==> src/rtl/pipe_stage_reg.sv <==
// Inter-stage pipeline register with valid bit, stall/bubble/flush handling
// and saturating per-stage stall, bubble and flush counters.
module pipe_stage_reg #(
   parameter int unsigned DW        = 160,
   parameter int unsigned CW        = 16,
   parameter int unsigned NSTAGE    = 5,
   parameter int unsigned STAGE     = 2,
   parameter logic [DW-1:0] KEEP_MASK = '0,
   parameter int unsigned CNT_W     = 16
) (
   input  logic              clk,
   input  logic              reset,
   input  logic [NSTAGE-1:0] stall,
   input  logic [NSTAGE-1:0] flush,
   input  logic              valid_in,
   input  logic [CW-1:0]     ctrl_in,
   input  logic [DW-1:0]     data_in,
   input  logic              cnt_clr,
   output logic              valid_out,
   output logic [CW-1:0]     ctrl_out,
   output logic [DW-1:0]     data_out,
   output logic [CNT_W-1:0]  stall_cnt,
   output logic [CNT_W-1:0]  bubble_cnt,
   output logic [CNT_W-1:0]  flush_cnt
);

   if (STAGE < 1 || STAGE >= NSTAGE) begin : g_bad_stage
      $error("pipe_stage_reg: STAGE must be in 1..NSTAGE-1");
   end

   logic             hold, bubble, flush_hit;
   logic             valid_d, valid_q;
   logic [CW-1:0]    ctrl_d, ctrl_q;
   logic [DW-1:0]    data_d, data_q;
   logic [CNT_W-1:0] stall_cnt_q, bubble_cnt_q, flush_cnt_q;

   // Only two stall bits and one flush bit matter to this boundary.
   logic unused_vec;
   assign unused_vec = ^{stall, flush};

   assign hold      = stall[STAGE];
   assign bubble    = ~stall[STAGE] & stall[STAGE-1];
   assign flush_hit = flush[STAGE-1];

   function automatic logic [CNT_W-1:0] sat_inc(input logic [CNT_W-1:0] v);
      return (&v) ? v : v + CNT_W'(1);
   endfunction

   always_comb begin
      valid_d = valid_in;
      ctrl_d  = ctrl_in;
      data_d  = data_in;
      if (hold) begin
         valid_d = valid_q;
         ctrl_d  = ctrl_q;
         data_d  = data_q;
      end else if (bubble) begin
         valid_d = 1'b0;
         ctrl_d  = '0;
         data_d  = '0;
      end
      // Flush masks the action-selected data so kept bits still hold/load.
      if (flush_hit) begin
         valid_d = 1'b0;
         ctrl_d  = '0;
         data_d  = data_d & KEEP_MASK;
      end
   end

   always_ff @(posedge clk) begin
      if (reset) begin
         valid_q <= 1'b0;
         ctrl_q  <= '0;
         data_q  <= '0;
      end else begin
         valid_q <= valid_d;
         ctrl_q  <= ctrl_d;
         data_q  <= data_d;
      end
   end

   always_ff @(posedge clk) begin
      if (reset || cnt_clr) begin
         stall_cnt_q  <= '0;
         bubble_cnt_q <= '0;
         flush_cnt_q  <= '0;
      end else begin
         if (hold && !flush_hit)   stall_cnt_q  <= sat_inc(stall_cnt_q);
         if (bubble && !flush_hit) bubble_cnt_q <= sat_inc(bubble_cnt_q);
         if (flush_hit)            flush_cnt_q  <= sat_inc(flush_cnt_q);
      end
   end

   assign valid_out  = valid_q;
   assign ctrl_out   = ctrl_q;
   assign data_out   = data_q;
   assign stall_cnt  = stall_cnt_q;
   assign bubble_cnt = bubble_cnt_q;
   assign flush_cnt  = flush_cnt_q;

endmodule

==> config.mk <==
export PLATFORM = sky130hd
export DESIGN_NAME = pipe_stage_reg
export DESIGN_NICKNAME = d
export VERILOG_FILES = /design/src/rtl/pipe_stage_reg.sv
export SDC_FILE = /design/constraint.sdc
export NUM_CORES = 1
export LEC_CHECK = 0
export BUFFER_PORTS_ARGS = -buffer_cell sky130_fd_sc_hd__buf_2
export CAP_MARGIN = 20
export CORE_AREA = 2 2 160 162
export DETAILED_ROUTE_END_ITERATION = 8
export DIE_AREA = 0 0 162 164
export GPL_ROUTABILITY_DRIVEN = 0
export PLACE_DENSITY = 0.68
export SLEW_MARGIN = 20
export SYNTH_ARGS = -nofsm -noshare
export SYNTH_HDL_FRONTEND = slang
export SYNTH_SLANG_ARGS = --single-unit
==> constraint.sdc <==
create_clock -name clk -period 4.2 [get_ports clk]
set_input_delay 0.21 -clock clk [delete_from_list [all_inputs] [get_ports clk]]
set_output_delay 0.21 -clock clk [all_outputs]
set_load 0.02 [all_outputs]
Word level (Yosys, flattened, before mapping)
Index checks and enable logic that the tools add are counted.

storage, ports and cells
  bits in registers = 225
  logic and storage cells = 28

cells by class
  add/sub/neg operators = 3
  muxes and demuxes = 3
  bitwise logic cells = 5
  reduce and logical (&&, ||, !) cells = 11

operators with widths
  cell                     number
  $mux W160                1
  $add A16 B1 Y16 const B  3
  $reduce_and A16 Y1       3
  $mux W16                 1
  $reduce_and A2 Y1        3
  $not A1 Y1               4
  $logic_and A1 B1 Y1      2
  $reduce_or A2 Y1         1
  $and A1 B1 Y1            1
  $logic_not A1 Y1         1
  $logic_or A1 B1 Y1       1
  $mux W1                  1

Longest topological paths before layout
  depth after elaboration = 4
  mapped depth = 6

Least setup slack after synthesis
No wires, ideal clock.

  kind = register to register
  start = register stall_cnt_q[0], in the netlist stall_cnt[0]
  end = register stall_cnt_q[10], in the netlist stall_cnt[10]
  library setup time = 0.070 ns
  data arrival time = 1.874 ns
  path slack = 2.255 ns
  cell stages (with the launch flop) = 7
  cell sequence = dfxtp_1 -> ha_1 -> nand3_1 -> or3_1 -> clkbuf_1 -> or4_1 -> a21oi_1

on the way
  cells in the longest elaborated chain, start to end = 3

RTL lines
  item                                                                     line  RTL
  start, declared                                                          35    logic [CNT_W-1:0] stall_cnt_q, bubble_cnt_q, flush_cnt_q;
  start signal, assigned                                                   88    if (hold && !flush_hit) stall_cnt_q <= sat_inc(stall_cnt_q);
  parallel branches: the longest is 3 deep, another holds $add A16 B1 Y16  --

Several ways; the timed one is not identified.
A chain may end at the register's enable or synchronous reset.

Worst setup path after layout
  start = register stall_cnt_q[5], in the netlist stall_cnt[5]
  end = register stall_cnt_q[15], in the netlist stall_cnt[15]

Same word-level chain as after synthesis.

==> Flow_metrics.wiki <==
{| class="wikitable"
! Metric !! Value
|-
| Slew @ Worst Pin || about 1 ns
|-
| Dominant cells by area after synthesis || sky130_fd_sc_hd__dfxtp_1 (55%), sky130_fd_sc_hd__a22oi_1 (16%), sky130_fd_sc_hd__nor2_1 (8.9%), sky130_fd_sc_hd__clkbuf_1 (2.8%), sky130_fd_sc_hd__a21oi_1 (1.8%)
|-
| Antenna fix cells || 0
|-
| Routed length per instance || between 15 and 20 um
|-
| Final count of hold timing violations || 0
|-
| Shortest period the worst path allows || a little over 2 ns
|-
| Post-detailed-routing wire length || about 30000 um
|-
| Share of cells above drive strength 1 || 0.317
|-
| Number of I/O port buffers || 407
|-
| Portion of the post-synthesis area used by sequential elements || 0.546
|-
| Part of the total power dissipated in combinational logic || 0.101
|-
| Setup repair after global routing missed its margin || no
|-
| Number of enable flip-flop cells after synthesis || 0
|-
| Core ar. || 24800 um2
|-
| Peak supply drop || around 0.35 mV
|-
| Fmax achieved || 495 MHz
|-
| Sw power || between 1000 and 1500 uW
|-
| Most used standard cells in the synthesized netlist || sky130_fd_sc_hd__dfxtp_1 (225), sky130_fd_sc_hd__nor2_1 (195), sky130_fd_sc_hd__a22oi_1 (177)
|-
| Final Cycle Share || 0.481
|-
| Synth top area share || 0.546
|-
| Worst Setup End Kind || flop
|-
| H-tree depth || 1
|-
| Number of nets in the layout || 1627
|-
| Internal power || about 3800 uW
|-
| Clock network fraction of total power || 0.460
|-
| Startpoint of the worst register-to-register path || stall_cnt[5]$_SDFFE_PP0P_
|-
| Post-detailed-route count of antenna-violating nets || 0
|-
| Final setup fails || 0
|-
| Die Footprint || between 20000 and 30000 um2
|-
| Width of the chip || approximately 160 um
|-
| Slew headroom || 0.318
|-
| Total chip power || approximately 5000 uW
|-
| Worst slack after detailed placement || ~1.7 ns
|-
| Number of buffers between clock root and the deepest sink || 3
|-
| Total global routing overflow || 0
|-
| TritonCTS clock tree || yes
|-
| Starting Density || 0.332
|-
| Crit Path Max Fanout || 6
|-
| Startpoint of the tightest hold check path || reset
|-
| Placed wire-length estimate || 18300 um
|-
| Pin count of the biggest net entering global routing || 174
|-
| Outcome || finished clean
|-
| Worst Clk Skew || approximately 0.011 ns
|-
| Via count of the first global-routing pass || between 8000 and 9000
|-
| Library cells used by synthesis || 50
|-
| Max Transition Viols Final || 0
|-
| Final routed DRC violation total || 0
|-
| Post-synthesis instance area || between 8000 and 9000 um2
|-
| Number of buffers inserted during clock tree synthesis || 25
|-
| Power per unit of standard cell area || ~380 nW/um2
|-
| Number of clock sinks seen by CTS || about 230
|-
| Row count || between 50 and 60
|-
| Worst min path class || input port to flop
|-
| Worst path required time || approximately 4.6 ns
|-
| Global-route total usage across every layer || 0.214
|-
| Flops & latches, synth || between 200 and 250
|-
| Setup slack of the critical path after layout || around 2.2 ns
|-
| Library cell used as clock root buffer || sky130_fd_sc_hd__clkbuf_16
|-
| Clk slew on worst S/H paths || 0.06 ns
|-
| I/O pin count || between 400 and 500
|-
| Data arrival time of the worst path || between 2 and 2.5 ns
|-
| Fraction of synthesis flops using an asynchronous set or reset pin || 0
|-
| Proportion of power drawn by flip-flops and latches || 0.439
|-
| Predominant post-synthesis flop cell || sky130_fd_sc_hd__dfxtp_1
|-
| Yosys warning total || 0
|-
| Leak Pwr || 0.00582 uW
|-
| Cell count after synthesis || just under 900
|-
| First-pass GRT wire length || 46600 um
|-
| Vertical die dimension || 164 um
|-
| Most used standard cell by instance count after synthesis || sky130_fd_sc_hd__dfxtp_1
|-
| Clock latency reported for the late side of the worst-skew pair || ~0.52 ns
|-
| First DRT Iteration DRCs || ~840
|-
| Mean instance size in the synthesized netlist || 9.32 um2
|-
| Worst Path Class, Setup || flop to flop
|-
| First-pass iteration count of the detailed router || 6
|-
| Mean number of vias per cell || about 5.1
|-
| Vias after detailed routing || 9114
|-
| Biggest area consumer among synthesized cells || sky130_fd_sc_hd__dfxtp_1
|-
| Net switching share of the total power || 0.230
|-
| Category of the worst setup path launch point || flop
|-
| Syn Nets || around 1100
|-
| Start point of the critical path || stall_cnt[5]$_SDFFE_PP0P_
|-
| Setup Total Neg Slack || 0 ns
|-
| Max capacitance violation total || 0
|-
| Initial antenna violation count || 0
|-
| Growth of design area from synthesis to finish || 59.4%
|}
what timing repair did:
item / CTS / global route
hold buffers: 179 / 0
hold endpoints to repair: 180 / 0
setup buffers: 0 / 0
gates resized for setup: 0 / 0
cells by family (layout without fill, tap and decap cells):
kind of cell | Yosys count | count (layout) | synth area share
XOR/XNOR | 1 | 1 | 0.00106
flip-flops | 225 | 225 | 0.546
adder cells (fa/ha/maj) | 3 | 3 | 0.00455
multiplexers | 4 | 4 | 0.00485
buffers and inverters | 74 | 635 | 0.0347
AND/OR/NAND/NOR | 319 | 319 | 0.182
AO/OA/AOI/OAI | 259 | 259 | 0.227
worst paths after layout:
check,cells past startpoint,endpoint,slack (ns)
max,4,stall_cnt[15]$_SDFFE_PP0P_,2.18
max reg2reg,4,stall_cnt[15]$_SDFFE_PP0P_,2.18
min,3,bubble_cnt[13]$_SDFFE_PP0P_,0.03
min reg2reg,2,data_out[152]$_SDFFE_PP0N_,0.50
flip-flops by register name (all words and copies together), names as in the netlist:
signal,flops
valid_out,1
bubble_cnt,16
data_out,160
flush_cnt,16
ctrl_out,16
stall_cnt,16
metrics by stage:
| stage | hold WS, ns | std cells | util | instance area, um2 |
|---|---|---|---|---|
| global route | 0.0401 | 1776 | 0.530 | 13100 |
| detailed placement | 0.446 | 1558 | 0.424 | 10500 |
| floorplan | 0.354 | 885 | - | 8250 |
| global placement | 0.439 | 1558 | 0.424 | 10500 |
| CTS | 0.00402 | 1776 | 0.530 | 13100 |
| finish | 0.0323 | 1776 | 0.530 | 13100 |
power by group through the flow:
stage               registers (uW)  logic, uW  clock network [uW]
global route                  2190        534                2410
floorplan                     2280        150                   0
finish                        2190        501                2300
CTS                           2190        487                2340
detailed placement            2230        355                   0
global placement              2230        349                   0
worst max-delay path: stages (launching register included):
cell	delay, ns
sky130_fd_sc_hd__dfxtp_1	0.43
sky130_fd_sc_hd__nand4_2	0.19
sky130_fd_sc_hd__nor4_1	0.87
sky130_fd_sc_hd__a31oi_1	0.18
sky130_fd_sc_hd__a41o_1	0.24
area by class of cell:
cell class | instances | area, um2
Clock buffer | 31 | 668
Timing Repair Buffer | 592 | 3910
Tap cell | 330 | 413
Clock inverter | 8 | 173
Multi-Input combinational cell | 586 | 3470
Fill cell | 2157 | 11700
Sequential cell | 225 | 4500
Inverter | 4 | 15.0
per-layer routing:
layer  vias up  global-route usage  part of all wire
li1       4361                   -                 -
met1      4237               0.244              0.39
met2       421               0.380              0.49
met3        95              0.0467             0.072
met4         0               0.103             0.049
met5         -                   0                 0
cell usage in the layout (no fill, tap or decap), types with 3 or more instances in the layout:
cell type and instances:
sky130_fd_sc_hd__clkbuf_16 25, sky130_fd_sc_hd__buf_4 4, sky130_fd_sc_hd__a41o_1 3, sky130_fd_sc_hd__mux2i_1 4, sky130_fd_sc_hd__dfxtp_1 225, sky130_fd_sc_hd__nor2_1 194, sky130_fd_sc_hd__a31oi_1 3, sky130_fd_sc_hd__nand3_1 12
sky130_fd_sc_hd__or4_1 14, sky130_fd_sc_hd__a211oi_1 3, sky130_fd_sc_hd__nor4_1 7, sky130_fd_sc_hd__o31a_1 3, sky130_fd_sc_hd__and4_1 7, sky130_fd_sc_hd__o31ai_1 14, sky130_fd_sc_hd__bufinv_16 5, sky130_fd_sc_hd__o21a_1 4
sky130_fd_sc_hd__or3_1 14, sky130_fd_sc_hd__a22oi_1 177, sky130_fd_sc_hd__dlygate4sd3_1 179, sky130_fd_sc_hd__nand2_1 22, sky130_fd_sc_hd__and3_1 8, sky130_fd_sc_hd__inv_1 4, sky130_fd_sc_hd__clkbuf_1 4, sky130_fd_sc_hd__buf_2 406
sky130_fd_sc_hd__nand4_1 15, sky130_fd_sc_hd__a21oi_1 29, sky130_fd_sc_hd__o21ai_0 10, sky130_fd_sc_hd__nor3_1 10, sky130_fd_sc_hd__ha_1 3
No activity file was read; power rests on OpenSTA's default activity.
